`config.mk`:
```
export PLATFORM = sky130hd
export DESIGN_NAME = wb_unit
export DESIGN_NICKNAME = d
export VERILOG_FILES = /design/src/rtl/wb_unit.sv
export SDC_FILE = /design/constraint.sdc
export NUM_CORES = 1
export LEC_CHECK = 0
export CELL_PAD_IN_SITES_DETAIL_PLACEMENT = 0
export CELL_PAD_IN_SITES_GLOBAL_PLACEMENT = 1
export CORE_ASPECT_RATIO = 0.75
export CORE_MARGIN = 3
export CORE_UTILIZATION = 33
export DETAILED_ROUTE_END_ITERATION = 12
export PLACE_DENSITY = 0.78
export SYNTH_ARGS = -nofsm -noshare
export SYNTH_HDL_FRONTEND = slang
export SYNTH_SLANG_ARGS = --single-unit
```
`constraint.sdc`:
```
create_clock -name clk -period 1.56 [get_ports clk]
set_input_delay 0.312 -clock clk [delete_from_list [all_inputs] [get_ports clk]]
set_output_delay 0.312 -clock clk [all_outputs]
set_load 0.03 [all_outputs]
```
`src/rtl/wb_unit.sv`:
```
// wb_unit: registered MEM/WB writeback stage with result-source select,
// byte/word load extraction and a variable-latency memory wait with timeout.
module wb_unit #(
  parameter int unsigned DATA_WIDTH  = 16,
  parameter int unsigned ADDR_WIDTH  = 8,
  parameter int unsigned REG_WIDTH   = 4,
  parameter int unsigned COUNT_WIDTH = 16,
  parameter int unsigned MEM_TIMEOUT = 15,
  parameter int unsigned ZERO_REG_EN = 0
) (
  input  logic                   clk,
  input  logic                   rst,
  input  logic                   validM_i,
  input  logic [DATA_WIDTH-1:0]  WBResultM_i,
  input  logic [ADDR_WIDTH-1:0]  PCPlus1M_i,
  input  logic [REG_WIDTH-1:0]   WriteRegM_i,
  input  logic                   RegWriteM_i,
  input  logic [1:0]             ResultSrcM_i,
  input  logic                   LoadByteM_i,
  input  logic                   LoadSignedM_i,
  input  logic                   ByteSelM_i,
  input  logic                   memRspValid_i,
  input  logic [DATA_WIDTH-1:0]  memData_r_i,
  output logic                   stallW_o,
  output logic                   RegWriteW_o,
  output logic [REG_WIDTH-1:0]   WriteRegW_o,
  output logic [DATA_WIDTH-1:0]  ResultW_o,
  output logic                   memTimeout_o,
  output logic [COUNT_WIDTH-1:0] retiredCount_o
);

  // Timeout counter only needs to hold 0 .. MEM_TIMEOUT-1.
  localparam int unsigned TW = (MEM_TIMEOUT > 1) ? $clog2(MEM_TIMEOUT) : 1;
  localparam logic [TW-1:0] TMAX = TW'(MEM_TIMEOUT - 1);

  typedef enum logic {IDLE, WAIT} state_e;

  state_e                 state_q, state_d;
  logic [TW-1:0]          tcnt_q, tcnt_d;
  logic [REG_WIDTH-1:0]   ld_reg_q, ld_reg_d;
  logic                   ld_rw_q, ld_rw_d;
  logic                   ld_byte_q, ld_byte_d;
  logic                   ld_signed_q, ld_signed_d;
  logic                   ld_sel_q, ld_sel_d;
  logic                   we_q, we_d;
  logic [REG_WIDTH-1:0]   wreg_q, wreg_d;
  logic [DATA_WIDTH-1:0]  res_q, res_d;
  logic                   to_q, to_d;
  logic [COUNT_WIDTH-1:0] cnt_q, cnt_d;

  logic [7:0]            byte_v;
  logic [DATA_WIDTH-1:0] ld_data;
  logic                  blk_m, blk_ld;

  // Load data extraction and register-0 write suppression.
  always_comb begin
    byte_v  = ld_sel_q ? memData_r_i[15:8] : memData_r_i[7:0];
    ld_data = memData_r_i;
    if (ld_byte_q) begin
      ld_data = {{(DATA_WIDTH-8){ld_signed_q & byte_v[7]}}, byte_v};
    end
    blk_m  = (ZERO_REG_EN != 0) && (WriteRegM_i == '0);
    blk_ld = (ZERO_REG_EN != 0) && (ld_reg_q == '0);
  end

  // Next-state and writeback register update.
  always_comb begin
    state_d     = state_q;
    tcnt_d      = tcnt_q;
    ld_reg_d    = ld_reg_q;
    ld_rw_d     = ld_rw_q;
    ld_byte_d   = ld_byte_q;
    ld_signed_d = ld_signed_q;
    ld_sel_d    = ld_sel_q;
    we_d        = 1'b0;
    wreg_d      = wreg_q;
    res_d       = res_q;
    to_d        = to_q;
    cnt_d       = cnt_q;
    case (state_q)
      IDLE: begin
        if (validM_i) begin
          if (ResultSrcM_i == 2'b01) begin
            ld_reg_d    = WriteRegM_i;
            ld_rw_d     = RegWriteM_i;
            ld_byte_d   = LoadByteM_i;
            ld_signed_d = LoadSignedM_i;
            ld_sel_d    = ByteSelM_i;
            tcnt_d      = '0;
            state_d     = WAIT;
          end else begin
            cnt_d = cnt_q + 1'b1;
            if (RegWriteM_i && !blk_m) begin
              we_d   = 1'b1;
              wreg_d = WriteRegM_i;
              res_d  = (ResultSrcM_i == 2'b10) ? DATA_WIDTH'(PCPlus1M_i) : WBResultM_i;
            end
          end
        end
      end
      WAIT: begin
        // A response on the timeout edge takes priority over the abort.
        if (memRspValid_i) begin
          state_d = IDLE;
          cnt_d   = cnt_q + 1'b1;
          if (ld_rw_q && !blk_ld) begin
            we_d   = 1'b1;
            wreg_d = ld_reg_q;
            res_d  = ld_data;
          end
        end else if (tcnt_q == TMAX) begin
          state_d = IDLE;
          to_d    = 1'b1;
        end else begin
          tcnt_d = tcnt_q + 1'b1;
        end
      end
      default: state_d = IDLE;
    endcase
  end

  // State and output registers.
  always_ff @(posedge clk or negedge rst) begin
    if (!rst) begin
      state_q     <= IDLE;
      tcnt_q      <= '0;
      ld_reg_q    <= '0;
      ld_rw_q     <= 1'b0;
      ld_byte_q   <= 1'b0;
      ld_signed_q <= 1'b0;
      ld_sel_q    <= 1'b0;
      we_q        <= 1'b0;
      wreg_q      <= '0;
      res_q       <= '0;
      to_q        <= 1'b0;
      cnt_q       <= '0;
    end else begin
      state_q     <= state_d;
      tcnt_q      <= tcnt_d;
      ld_reg_q    <= ld_reg_d;
      ld_rw_q     <= ld_rw_d;
      ld_byte_q   <= ld_byte_d;
      ld_signed_q <= ld_signed_d;
      ld_sel_q    <= ld_sel_d;
      we_q        <= we_d;
      wreg_q      <= wreg_d;
      res_q       <= res_d;
      to_q        <= to_d;
      cnt_q       <= cnt_d;
    end
  end

  assign stallW_o       = (state_q == WAIT);
  assign RegWriteW_o    = we_q;
  assign WriteRegW_o    = wreg_q;
  assign ResultW_o      = res_q;
  assign memTimeout_o   = to_q;
  assign retiredCount_o = cnt_q;

endmodule

```
# After elaboration in Yosys (flattened, before gate mapping)
# Index checks and enable logic that the tools add are counted.
dict set report word_totals {
  in_bits 54
  ff_bits 51
  out_inout_bits 39
  elab_cells 68
}
dict set report op_classes {
  bitwise 3
  add_sub_neg 2
  reduce_logical 5
  mux 35
  n_eq_ne 11
}
# operator count
set ops {}
lappend ops {{$mux 16} 10}
lappend ops {{$pmux 16 s2} 2}
lappend ops {{$mux 4} 9}
lappend ops {{$add 16x1->16 const B} 1}
lappend ops {{$pmux 4 s2} 2}
lappend ops {{$ne 2x2->1 const B} 7}
lappend ops {{$mux 1} 9}
lappend ops {{$reduce_and 3->1} 3}
lappend ops {{$mux 8} 1}
lappend ops {{$reduce_and 5->1} 1}
lappend ops {{$add 4x1->4 const B} 1}
lappend ops {{$eq 4x4->1 const B} 1}
lappend ops {{$pmux 1 s2} 2}
lappend ops {{$reduce_and 4->1} 1}
lappend ops {{$eq 2x1->1 const B} 1}
lappend ops {{$eq 2x2->1 const B} 1}
lappend ops {{$ne 2x1->1 const B} 1}
lappend ops {{$not 1->1} 2}
lappend ops {{$and 1x1->1} 1}

# Logic depth before layout (Yosys ltp)
# Gate-level depths: netlist of run 1.
dict set report depth {
  depth_word 6
  ltp_mapped 6
  ltp_nobuf 6
}

# Worst setup path after synthesis of run 1
# OpenSTA, ideal clock, no wires.
dict set report synth_timing {
  path_type {register to register}
  startpoint {register state_q, in the netlist stallW_o}
  endpoint {register cnt_q[5], in the netlist retiredCount_o[5]}
  setup_time_ps 134
  stages_incl_launch_ff 6
  required_time_ps 1426
  arrival_time_ps 1452
  period_less_slack_ps 1586
  path_buffers 1
  slack_ps -26
  path_cell_list {dfrtp_1 -> buf_6 -> nand2b_4 -> o21ai_4 -> or3b_1 -> xnor2_1}
}
dict set report synth_via {
  elab_chain_len 3
  word_cells_on_any_way 6
  classes_between {eq/ne (3); mux (1); bitwise (1); reduce/logical (1)}
}
# element line_no
set synth_lines {}
lappend synth_lines {{from (decl)} 38} ;# state_e state_q, state_d;
lappend synth_lines {{from (signal assigned)} 138} ;# state_q <= state_d;
lappend synth_lines {{$not 1->1 (no source line)} n/a}
lappend synth_lines {{$ne 2x2->1 (no source line)} n/a}
lappend synth_lines {{$reduce_and 3->1 (no source line)} n/a}
lappend synth_lines {{to (signal assigned)} 149} ;# cnt_q <= cnt_d;
lappend synth_lines {{to (decl)} 49} ;# logic [COUNT_WIDTH-1:0] cnt_q, cnt_d;
# Several ways; a longest one is shown, not always the timed one.
# A chain may end at the register's enable or synchronous reset.

# Final worst setup path of run 1
dict set report layout_timing {
  startpoint {register cnt_q[3], in the netlist retiredCount_o[3]}
  endpoint {output port retiredCount_o[3]}
}
# element line_no
set layout_rtl {}
lappend layout_rtl {{to (decl)} 29} ;# output logic [COUNT_WIDTH-1:0] retiredCount_o
# No word-level cell between the ends.

==> results of run 1 <==
==> synthesized netlist by cell type (3+ instances only) <==
cell type | count | area share
nand2b_1 | 3 | 0.0074
nand3_1 | 11 | 0.022
nand4_1 | 7 | 0.017
and3_1 | 5 | 0.012
nor2_1 | 5 | 0.0074
dfrtp_1 | 51 | 0.51
mux2i_1 | 21 | 0.083
xor2_1 | 4 | 0.014
mux2_2 | 9 | 0.040
nand2_1 | 50 | 0.074
xnor2_1 | 13 | 0.045
buf_2 | 6 | 0.012
nor2b_1 | 3 | 0.0074
o21ai_0 | 14 | 0.028
ha_1 | 3 | 0.015
o31ai_1 | 8 | 0.024
a21oi_1 | 16 | 0.032
==> cells by family after synthesis <==
| kind of cell | synth area share |
|---|---|
| AO/OA/AOI/OAI | 0.100 |
| XOR/XNOR | 0.0590 |
| adder cells (fa/ha/maj) | 0.0149 |
| buffers and inverters | 0.0312 |
| flip-flops | 0.505 |
| multiplexers | 0.123 |
| AND/OR/NAND/NOR | 0.166 |
==> metrics by stage <==
stage / setup WS, ns / std cells
global placement: -0.199 / 447
CTS: 0.0217 / 456
finish: 0.0686 / 456
floorplan: 0.0183 / 247
global route: -0.0383 / 456
detailed placement: -0.261 / 447
==> where the power goes <==
group	internal, mW	switching (mW)
clock	0.405	0.460
combinational	0.692	0.981
sequential	1.61	0.229
==> registers in the layout (all words and copies together) (netlist names), 4 cells and up <==
register	flops
ResultW_o	16
WriteRegW_o	4
ld_reg_q	4
retiredCount_o	16
tcnt_q	4
==> layout make-up <==
| type | count | share of cell area |
|---|---|---|
| flip-flops and latches | 51 | 0.337 |
| multi-input cells | 182 | 0.312 |
| repair buffers | 114 | 0.288 |
| well taps | 98 | 0.0323 |
| clock buffers | 7 | 0.0254 |
| inverters | 3 | 0.00297 |
| clock inverters | 1 | 0.00198 |
==> how the worst max path moves through the flow <==
stage | start | endpoint
2_1_floorplan | stallW_o | retiredCount_o[5]
5_1_grt | retiredCount_o[0] | retiredCount_o[10]
6_report | retiredCount_o[3] | retiredCount_o[3]
3_3_place_gp | ResultSrcM_i[0] | ResultW_o[7]
3_5_place_dp | ResultSrcM_i[0] | ResultW_o[3]
4_1_cts | retiredCount_o[4] | retiredCount_o[4]
==> placed cells by master, fill, tap and decap left out, types with 8 or more instances in the layout <==
master	synthesis	final
mux2i_1	21	21
clkdlybuf4s50_1	0	52
nand3_1	11	11
nand2_1	50	50
o31ai_1	8	8
mux2_2	9	9
buf_4	1	17
o21ai_0	14	14
dfrtp_1	51	50
a21oi_1	16	16
dlygate4sd2_1	0	37
xnor2_1	13	13
==> per-layer routing <==
layer  routed length (um)  vias to the layer above  GRT usage
li1                     -                     1078          -
met1                 3510                      986      0.234
met2                 2870                       79      0.246
met3                  530                        2     0.0573
met4                   15                        0     0.0281
met5                    0                        -          0
==> timing repair <==
action                                 4_1_cts  5_1_grt
hold buffers                                 1        0
setup endpoints to repair                   38        5
endpoints found under the hold margin       15        0
gates resized for setup                     38        2
==> results.md, run 1 <==
Placed design:
- Once detailed placement completed, the half-perimeter wirelength came to 5280 um.
- The number of port buffers is 92.
- Routability-driven placement finished with a final weighted congestion of 0.776.
- The post-placement cell area is 3730 um2.

Timing:
- Setup repair after global routing could not meet its margin everywhere.
- Final hold analysis gives a worst-case slack of 0.470 ns.
- The share of the clock period used by the worst path is 0.956.
- The count of final setup violators is 0.
- Between clock sinks in the finished design, the worst skew comes to 0.0104 ns.
- For the pin with the worst max-slew slack, the measured transition is 0.430 ns.
- The max-slew violation count is 0.
- Subtracting the final worst setup slack from the clock period gives 1.49 ns.
- In this run the tightest slew margin relative to its limit is 0.714.
- The total count of hold-check failures in the final report is 0.
- Derived from the worst setup path, the maximum achievable clock frequency is 670 MHz.
- For the final routed database, the setup TNS stands at 0 ns.

Synthesis:
- The share of the Yosys chip area taken by registers is 0.505.
- The synthesized netlist occupies a cell area of 2520 um2.
- The number of nets handed over by synthesis was 304.
- A synthesized cell averages 10.2 um2.
- The count of flip-flops with a built-in enable after synthesis is 0.
- The count of unique library cells instantiated by Yosys is 31.
- For this run, the number of Yosys warnings is 0.
- In the synthesized netlist the dominant register cell turns out to be dfrtp_1.
- The share of synthesized flip-flops with an asynchronous set or reset is 1.00.
- Synthesis handed over a netlist of 247 instances.
- The register bit total from synthesis is 51.

Drt:
- The total number of vias is 2145.
- Before antenna repair, the detailed router went through 4 iterations.
- The total wirelength of the detailed-routed design is 6930 um.
- For this block, the initial DRC count from the detailed router was 94.
- The average detailed-routed wire length per instance is 15.2 um.
- For this run, design rule violations remaining after detail routing come to 0.
- Dividing the detail-routed via count by the number of cells gives 4.70.
- The remaining antenna violation count is 0.

Setup path:
- The cell with the biggest individual delay on the critical path is dfrtp_1.
- The largest delay contributor family on the critical path is flip-flops.
- The worst-case reg-to-reg path depth is 5.
- The peak fanout along the critical path is 4.
- The capture instance of the worst register-to-register path is retiredCount_o[10].
- The critical register-to-register path startpoint is retiredCount_o[3].
- In this run the number of cells on the critical path is 1.
- The critical path start-end classification is reg -> out.
- STA puts the critical path data required time at 1.25 ns.
- In this run the register-to-register setup slack is 0.13 ns.
- On the worst path, the slowest cell contributes a delay of 0.44 ns.
- The data arrival time of the critical path is 1.18 ns.
- The signal on the critical path passes through dlygate4sd2_1.
- The worst setup path is captured at a primary output.
- The number of buffers and inverters on the critical path is 1.
- STA classifies the critical path startpoint as a flop.

Cells and area:
- The final core utilization is 0.532.
- In the final layout, flip-flops and latches occupy 1280 um2.
- The number of nets in the final layout is 414.
- The area of combinational cells with multiple inputs is 1180 um2.
- Fill cells in the final layout number 647.
- The antenna diode count is 0.
- Compared with the post-synthesis result, the final layout area differs by 50.2%.
- Of the cells placed in the final design, the portion with a size suffix greater than 1 is 0.128.
- The finished cells cover 3790 um2.

Clock network:
- The maximum buffer depth of the clock tree is 2.
- In this run the number of H-tree levels came out at 2.
- The tree is rooted in a clkbuf_8.
- Buffers added to address setup during post-CTS repair amount to 0.
- TritonCTS created 5 clock buffers.
- The insertion delay of the later-clocked pin in the worst-skew pair is 0.31 ns.
- The clock transition at the registers of the reported paths is 0.10 ns.
- The number of clock sinks is 51.
- TritonCTS built the clock tree.

Floorplanning:
- In this run the core area contains 26 standard-cell rows.
- The core region area is 7120 um2.
- The die covers 8750 um2.
- The effective utilization at floorplan is 0.354.
- The floorplan die width is 107 um.
- The number of ports placed on the die boundary is 93.
- The die height is 81.8 um.

Worst hold path:
- The min-delay analysis places its worst path in the category reg -> reg.
- The worst hold path terminates at retiredCount_o[15].
- The hold path startpoint is retiredCount_o[15].
- The cell depth of the worst hold path is 1.

Status:
- The flow ran to the end, and the final reports show no timing, DRC or antenna violations.

Global route:
- The first global-routing pass estimated 11100 um of wire.
- The initial antenna violation count is 0.
- The total overflow left after global routing is 0.
- The largest net degree at the start of global routing is 32.
- In the global route stage, overall resource usage came out at 0.165.
- The number of global-route vias before repair is 2161.

Power and ir drop:
- The worst-case IR drop observed on VDD is 0.753 mV.
- The analysis attributes to cell leakage a power of 1.85 nW.
- Dividing total power by cell area gives a power density of 1150 nW/um2.
- The total chip power is 4.38 mW.

Flow run:
- Max-cap violations in this run came to 0.
(Power assumes the default switching activity.)
==> inputs of run 2 (changes only) <==
Settings changed: CORE_UTILIZATION 33 to 47, DONT_BUFFER_PORTS set to 1, GPL_TIMING_DRIVEN set to 0, PLACE_DENSITY 0.78 to 0.77.
==> run 2 against run 1 <==
Against the previous run: critical endpoint is now ResultW_o[7]; highest routed layer unchanged; non-clock buffer count down 88; sequential share of layout area up 7.7 points; via count down 8.2%; final area down 18%; the run now ends with negative setup slack left; maximum frequency down 10%; clock power down 12%; worst hold slack worse by 0.37 ns; flip-flop and latch count unchanged.
==> results.md, run 2 (synthesized netlist as in run 1, its figures left out) <==
Floorplanning:
- The effective utilization at floorplan is 0.501 (+0.147).
- The overall die area came to 6300 um2 (-28%).
- The floorplan die width is 90.6 um (-15%).
- The row count was 22 (-15%).
- The core region area is 5040 um2 (-29%).
- The die height came to 69.5 um (-15%).
- The number of ports placed on the die boundary is 93 (unchanged).

Clock network:
- The clock transition at the registers of the reported paths was 0.09 ns (about the same).
- The tree is rooted in a clkbuf_8.
- The number of H-tree levels is 2 (unchanged).
- The insertion delay of the later-clocked pin in the worst-skew pair is 0.31 ns (about the same).
- The maximum buffer depth of the clock tree is 2 (unchanged).
- The number of buffers created by CTS is 5 (unchanged).
- The number of clock sinks was 51 (unchanged).
- TritonCTS built the clock tree.

Setup path:
- The worst-case reg-to-reg path depth came to 7 (+2).
- The data required time of the critical path is 1.80 ns (+0.55 ns).
- STA classifies the critical path startpoint as a flop.
- The data arrival time of the critical path was 1.90 ns (+0.72 ns).
- The critical path start-end classification is reg -> reg.
- The worst setup path is captured at a flop.
- The peak fanout along the critical path came to 6 (+2).

Cells and area:
- The antenna diode count is 0 (unchanged).
- The number of fillers in the final layout is 431 (-33%).
- The number of nets in the final layout is 327 (-21%).
- Relative to the synthesized area, the layout overhead comes to 22.8%.
- The area of combinational cells with multiple inputs is 1370 um2 (+16%).
- The fraction of final layout cells with drive strength greater than 1 is 0.306 (+0.178).
- In the layout the commonest cells are 45 x dfrtp_1, 43 x nand2_1, 21 x mux2i_1, 16 x a21oi_1, 13 x buf_6.
- The register cell area after layout is 1280 um2 (+0.49%).
- The final core utilization came to 0.615 (+0.0832).
- The library cell used most frequently in the layout, excluding fill and tap cells, is dfrtp_1.

Power and ir drop:
- The power density over the cells is 1300 nW/um2 (+13%).
- The power share of the combinational group was 0.213 (-0.169).
- The static leakage is 1.44 nW (-22%).
- The maximum vdd ir drop is 0.678 mV (-10%).
- The switching part of the total is 0.416 (+0.0342).
- The clock share of power was 0.190 (-0.008).
- The net switching power is 1.67 mW (+0.21%).
- The total chip power is 4.03 mW (-8.0%).
- The sequential group share of total power is 0.596 (+0.176).
- The cell-internal power is 2.35 mW (-13%).

Placed design:
- The routability-driven placement congestion ratio came to 0.764 (-1.5%).
- The number of port buffers is 0 (-100%).
- The post-detailed-placement half-perimeter wirelength came to 4370 um (-17%).

Timing:
- The worst slew margin relative to its limit is 0.681 (-0.0327).
- The fmax is 602 MHz (-10%).
- Setup repair after global routing could not meet its margin everywhere.
- The final hold slack is 0.0994 ns (-0.370 ns).
- The final worst clock skew is 0.00449 ns (-0.00595 ns).
- The share of the clock period used by the worst path is 1.07 (+0.109).
- The total count of hold-check failures in the final report is 0 (unchanged).
- The count of final setup violators is 29 (+29).
- The post-layout minimum cycle time is 1.66 ns (+0.170 ns).
- The slew of the pin with the lowest slew margin is 0.479 ns (+0.0491 ns).
- The max-slew violation count is 0 (unchanged).
- The final setup slack of the worst path is -0.102 ns (-0.170 ns).

Worst hold path:
- The min-delay analysis places its worst path in the category in -> reg.
- The cell depth of the worst hold path came to 2 (+1).

Global route:
- The combined global-route utilization of all metal layers came to 0.197 (+0.0325).
- The initial antenna violation count is 0 (unchanged).
- The total congestion overflow after global routing is 0 (unchanged).
- The first-pass GRT wire length came to 9850 um (-12%).
- The number of global-route vias before repair is 1878 (-13%).
- The largest net degree at the start of global routing came to 52 (+63%).

Status:
- The run finished, with violations left.
- The final reports fail on negative setup slack.

Drt:
- The number of vias per cell is 5.74 (+22%).
- The total number of vias came to 1970 (-8.2%).
- The average detailed-routed wire length per instance came to 19.1 um (+26%).
- The remaining routing DRC violations is 0 (unchanged).
- The count of routing violations after the opening detailed-route iteration is 69 (-27%).
- The count of TritonRoute iterations in the first routing pass is 4 (unchanged).
- The remaining antenna violation count is 0 (unchanged).
- The total wirelength of the detailed-routed design is 6560 um (-5.2%).

Flow run:
- The max-cap violation count was 0 (unchanged).
## run 2: changes by cell type in the layout (fill, tap and decap cells not counted), sizes merged
| cell | delta |
|---|---|
| clkdlybuf4s50 | -52 |
| dlygate4sd2 | -37 |
| a31oi | +1 |
| buf | +1 |
| clkbuf | -1 |
| clkinv | +1 |
## run 2: metrics by stage
step / std cells / TNS, ns / setup slack (ns) / cell area [um2]
floorplan: 247 / 0 / 0.0183 / 2530
global placement: 319 / -3.12 / -0.151 / 2620
detailed placement: 319 / -3.55 / -0.146 / 2620
CTS: 332 / -0.486 / -0.0851 / 2790
global route: 343 / -3.36 / -0.162 / 3100
finish: 343 / -1.59 / -0.102 / 3100
## run 2: final timing paths
| check | from | end | slack, ns |
|---|---|---|---|
| setup / recovery | stallW_o | ResultW_o[7] | -0.10 |
| hold / removal | WriteRegM_i[3] | ld_reg_q[3] | 0.1 |
| setup reg to reg | stallW_o | ResultW_o[7] | -0.10 |
| hold reg to reg | ld_reg_q[2] | ld_reg_q[2] | 0.48 |
| max in group asynchronous | rst | stallW_o | 0.80 |
| min in group asynchronous | rst | retiredCount_o[11] | 0.51 |
## run 2: power by group through the flow
| stage | clock network [mW] | logic [mW] | registers (mW) |
|---|---|---|---|
| after floorplan | 0 | 0.510 | 2.31 |
| after global placement | 0 | 0.603 | 2.40 |
| after detailed placement | 0 | 0.618 | 2.41 |
| after CTS | 0.785 | 0.679 | 2.39 |
| after global routing | 0.834 | 0.976 | 2.45 |
| final | 0.765 | 0.860 | 2.40 |
## run 2: timing repair
item	CTS	global route
gates cloned	0	6
endpoints found under the hold margin	51	0
pin swaps	0	8
resized for setup	12	70
buffers inserted	3	5
setup endpoints to repair	33	35
hold buffers	2	0
## run 2: layout make-up
cell class                 instances  share of cell area
clock inverter                     2             0.00404
sequential                        51               0.414
timing repair buffer              15              0.0488
clock buffer                       6              0.0234
multi-input combinational        183               0.441
inverter                           3             0.00363
buffer                            11              0.0355
tap                               72              0.0291
## run 2: per-layer routing
metal  track usage  vias to the layer above  part of all wire
li1              -                      915                 -
met1         0.258                      967              0.45
met2         0.298                       80              0.44
met3        0.0759                        8             0.096
met4        0.0713                        0             0.015
met5             0                        -                 0
## run 2: critical path: stages, from the launching register on
cell	delay [ns]
dfrtp_2	0.49
buf_6	0.16
buf_4	0.13
nor2b_4	0.18
a31oi_4	0.18
buf_4	0.18
buf_6	0.12
o21ai_0	0.14
==> inputs of run 3 (changes only) <==
Settings changed: CORE_MARGIN 3 to not set.
==> run 3 against run 2 <==
Against the previous run: via count decreased by 8.3%; global-route usage increased by 0.85 points; critical path type unchanged; clock skew increased by 0.0041 ns; utilization decreased by 4.8 points; worst setup slack improved by 0.053 ns; largest power group unchanged; die area decreased by 9.9%; register-to-register slack improved by 0.05 ns; maximum frequency increased by 3.3%; power increased by 2.5%; sequential power about the same; the flow still finishes with violations (negative setup slack); critical path depth decreased by 2; sequential share of layout area increased by 3.5 points; critical endpoint is now retiredCount_o[5].
==> results.md, run 3 (synthesized netlist as in run 1, its figures left out) <==
Timing:
- The post-layout minimum cycle time was 1.61 ns (-0.0533 ns).
- The final hold slack is 0.114 ns (+0.0146 ns).
- The final worst clock skew came to 0.00862 ns (+0.00413 ns).
- Setup repair after global routing could not meet its margin everywhere.
- The max-slew violation count came to 0 (unchanged).
- The worst slew margin relative to its limit is 0.621 (-0.0599).
- The slew of the pin with the lowest slew margin is 0.565 ns (+0.0860 ns).
- The post-route setup TNS came to -0.0653 ns (+1.53 ns).
- The share of the clock period used by the worst path is 1.03 (-0.0341).
- The count of final setup violators is 2 (-93%).
- The final setup slack of the worst path is -0.0483 ns (+0.0533 ns).
- The fmax came to 622 MHz (+3.3%).
- The total count of hold-check failures in the final report is 0 (unchanged).

Cells and area:
- The relative area change from synthesis to final layout is 13.3%.
- In the layout the commonest cells are 49 x nand2_1, 45 x dfrtp_1, 21 x mux2i_1, 16 x a21oi_1, 14 x o21ai_0.
- Leaving out fill and tap cells, the most frequent cell in the layout is nand2_1.
- The fraction of final layout cells with drive strength greater than 1 is 0.174 (-0.133).
- The antenna diode count is 0 (unchanged).
- The number of nets in the final layout is 315 (-3.7%).
- The number of cells in the finished layout apart from fillers is 331 (-3.5%).

Floorplanning:
- The overall die area is 5670 um2 (-9.9%).
- The number of ports placed on the die boundary is 93 (unchanged).
- The core region area is 5040 um2 (unchanged).
- The die height is 65.5 um (-5.8%).
- The row count is 22 (unchanged).
- The floorplan die width is 86.6 um (-4.4%).
- The effective utilization at floorplan is 0.501 (unchanged).

Setup path:
- The critical path goes through buf_6 > nand2b_4 > o21ai_4 > or3b_1 > xnor2_1.
- The highest cell delay on the worst timing path is 0.49 ns (about the same).
- The worst setup path is of the reg -> reg kind.
- The data arrival time of the critical path is 1.80 ns (-0.10 ns).
- The endpoint kind of the worst setup timing path is a flop.
- The slowest stage of the critical path belongs to the cell dfrtp_2.
- The startpoint type of the worst setup path is a flop.
- The peak fanout along the critical path is 8 (+2).
- The data required time of the critical path is 1.75 ns (-0.05 ns).

Global route:
- The largest net degree at the start of global routing is 52 (unchanged).
- The total congestion overflow after global routing is 0 (unchanged).
- The initial antenna violation count came to 0 (unchanged).
- The combined global-route utilization of all metal layers is 0.206 (+0.00849).
- The first-pass GRT wire length is 8790 um (-11%).
- The number of global-route vias before repair is 1756 (-6.5%).

Power and ir drop:
- The power density over the cells is 1440 nW/um2 (+11%).
- The cell-internal power came to 2.59 mW (+9.9%).
- The power share of the combinational group is 0.166 (-0.047).
- The total chip power is 4.13 mW (+2.5%).
- The clock share of power was 0.258 (+0.068).
- The switching part of the total is 0.373 (-0.0424).
- The static leakage is 1.35 nW (-6.4%).
- The sequential group share of total power was 0.575 (-0.021).
- The net switching power is 1.54 mW (-8.0%).
- The maximum vdd ir drop is 0.611 mV (-9.8%).

Drt:
- The remaining routing DRC violations is 0 (unchanged).
- The average detailed-routed wire length per instance came to 17.3 um (-9.7%).
- The remaining antenna violation count was 0 (unchanged).
- The detailed route wirelength on metal2 is 2540 um (-12%).
- The count of routing violations after the opening detailed-route iteration came to 93 (+35%).
- The count of TritonRoute iterations in the first routing pass is 4 (unchanged).
- The wire length on met1 is 2630 um (-11%).
- After detailed routing, no signal wire sits above met4.
- The total wirelength of the detailed-routed design is 5720 um (-13%).
- The number of vias per cell is 5.46 (-4.9%).
- The total number of vias is 1807 (-8.3%).
- The routed length on met3 came to 532 um (-16%).

Clock network:
- The number of buffers created by CTS is 5 (unchanged).
- The insertion delay of the later-clocked pin in the worst-skew pair is 0.30 ns (about the same).
- The number of clock sinks is 51 (unchanged).
- The cell at the root of the clock tree is clkbuf_8.
- The clock transition at the registers of the reported paths is 0.09 ns (about the same).
- The number of H-tree levels was 2 (unchanged).
- TritonCTS built the clock tree.
- The maximum buffer depth of the clock tree is 2 (unchanged).

Status:
- The flow ran to the end, but the final reports show violations.
- The final reports fail on negative setup slack.

Placed design:
- The post-detailed-placement half-perimeter wirelength is 4200 um (-3.9%).
- The count of placed standard cells including taps is 319 (unchanged).
- The number of port buffers is 0 (unchanged).
- The routability-driven placement congestion ratio was 0.731 (-4.4%).
- The placement-stage worst setup slack is -0.152 ns (-0.00681 ns).

Flow run:
- The max-cap violation count is 0 (unchanged).

Worst hold path:
- The min-delay analysis places its worst path in the category in -> reg.
## run 3: cell type report
| type | instances | area [um2] |
|---|---|---|
| fill | 465 | 2180 |
| tap | 72 | 90.1 |
| buffer | 11 | 85.1 |
| clock buffer | 6 | 72.6 |
| timing repair buffer | 4 | 52.6 |
| inverter | 3 | 11.3 |
| clock inverter | 2 | 60.1 |
| sequential | 51 | 1280 |
| multi-input combinational | 182 | 1200 |
## run 3: what timing repair did
item	CTS	global route
hold buffers	2	0
setup endpoints to repair	34	35
pin swaps	2	1
gates resized for setup	12	8
endpoints found under the hold margin	51	0
buffers inserted	2	0
gates cloned	0	0
## run 3: metal layers
layer,up-vias,global-route usage
li1,872,-
met1,866,0.279
met2,65,0.319
met3,4,0.0779
met4,0,0.0313
met5,-,0
## run 3: per-stage QoR
step	cell area (um2)	util
finish	2860	0.568
floorplan	2530	-
CTS	2830	0.562
detailed placement	2620	0.519
global route	2860	0.568
global placement	2620	0.519
## run 3: worst paths after layout
check,end,start,slack [ns],cells after the start
setup / recovery,retiredCount_o[5],stallW_o,-0.05,5
hold / removal,ld_reg_q[3],WriteRegM_i[3],0.11,2
setup reg to reg,retiredCount_o[5],stallW_o,-0.05,5
hold reg to reg,ld_rw_q,ld_rw_q,0.48,2
max in group asynchronous,stallW_o,rst,0.79,2
min in group asynchronous,retiredCount_o[11],rst,0.51,2
## run 3: power by group through the flow
stage	combinational (mW)	clock (mW)	sequential, mW
2_1_floorplan	0.510	0	2.31
3_3_place_gp	0.603	0	2.39
3_5_place_dp	0.617	0	2.39
4_1_cts	0.678	1.09	2.38
5_1_grt	0.788	1.15	2.42
6_report	0.686	1.07	2.37
## run 3: critical path: cells and delay by family (launching register included)
kind	cells	cell delay, ns
buffers and inverters	1	0.17
XOR/XNOR	1	0.13
AO/OA/AOI/OAI	1	0.19
flip-flops	1	0.49
AND/OR/NAND/NOR	2	0.53
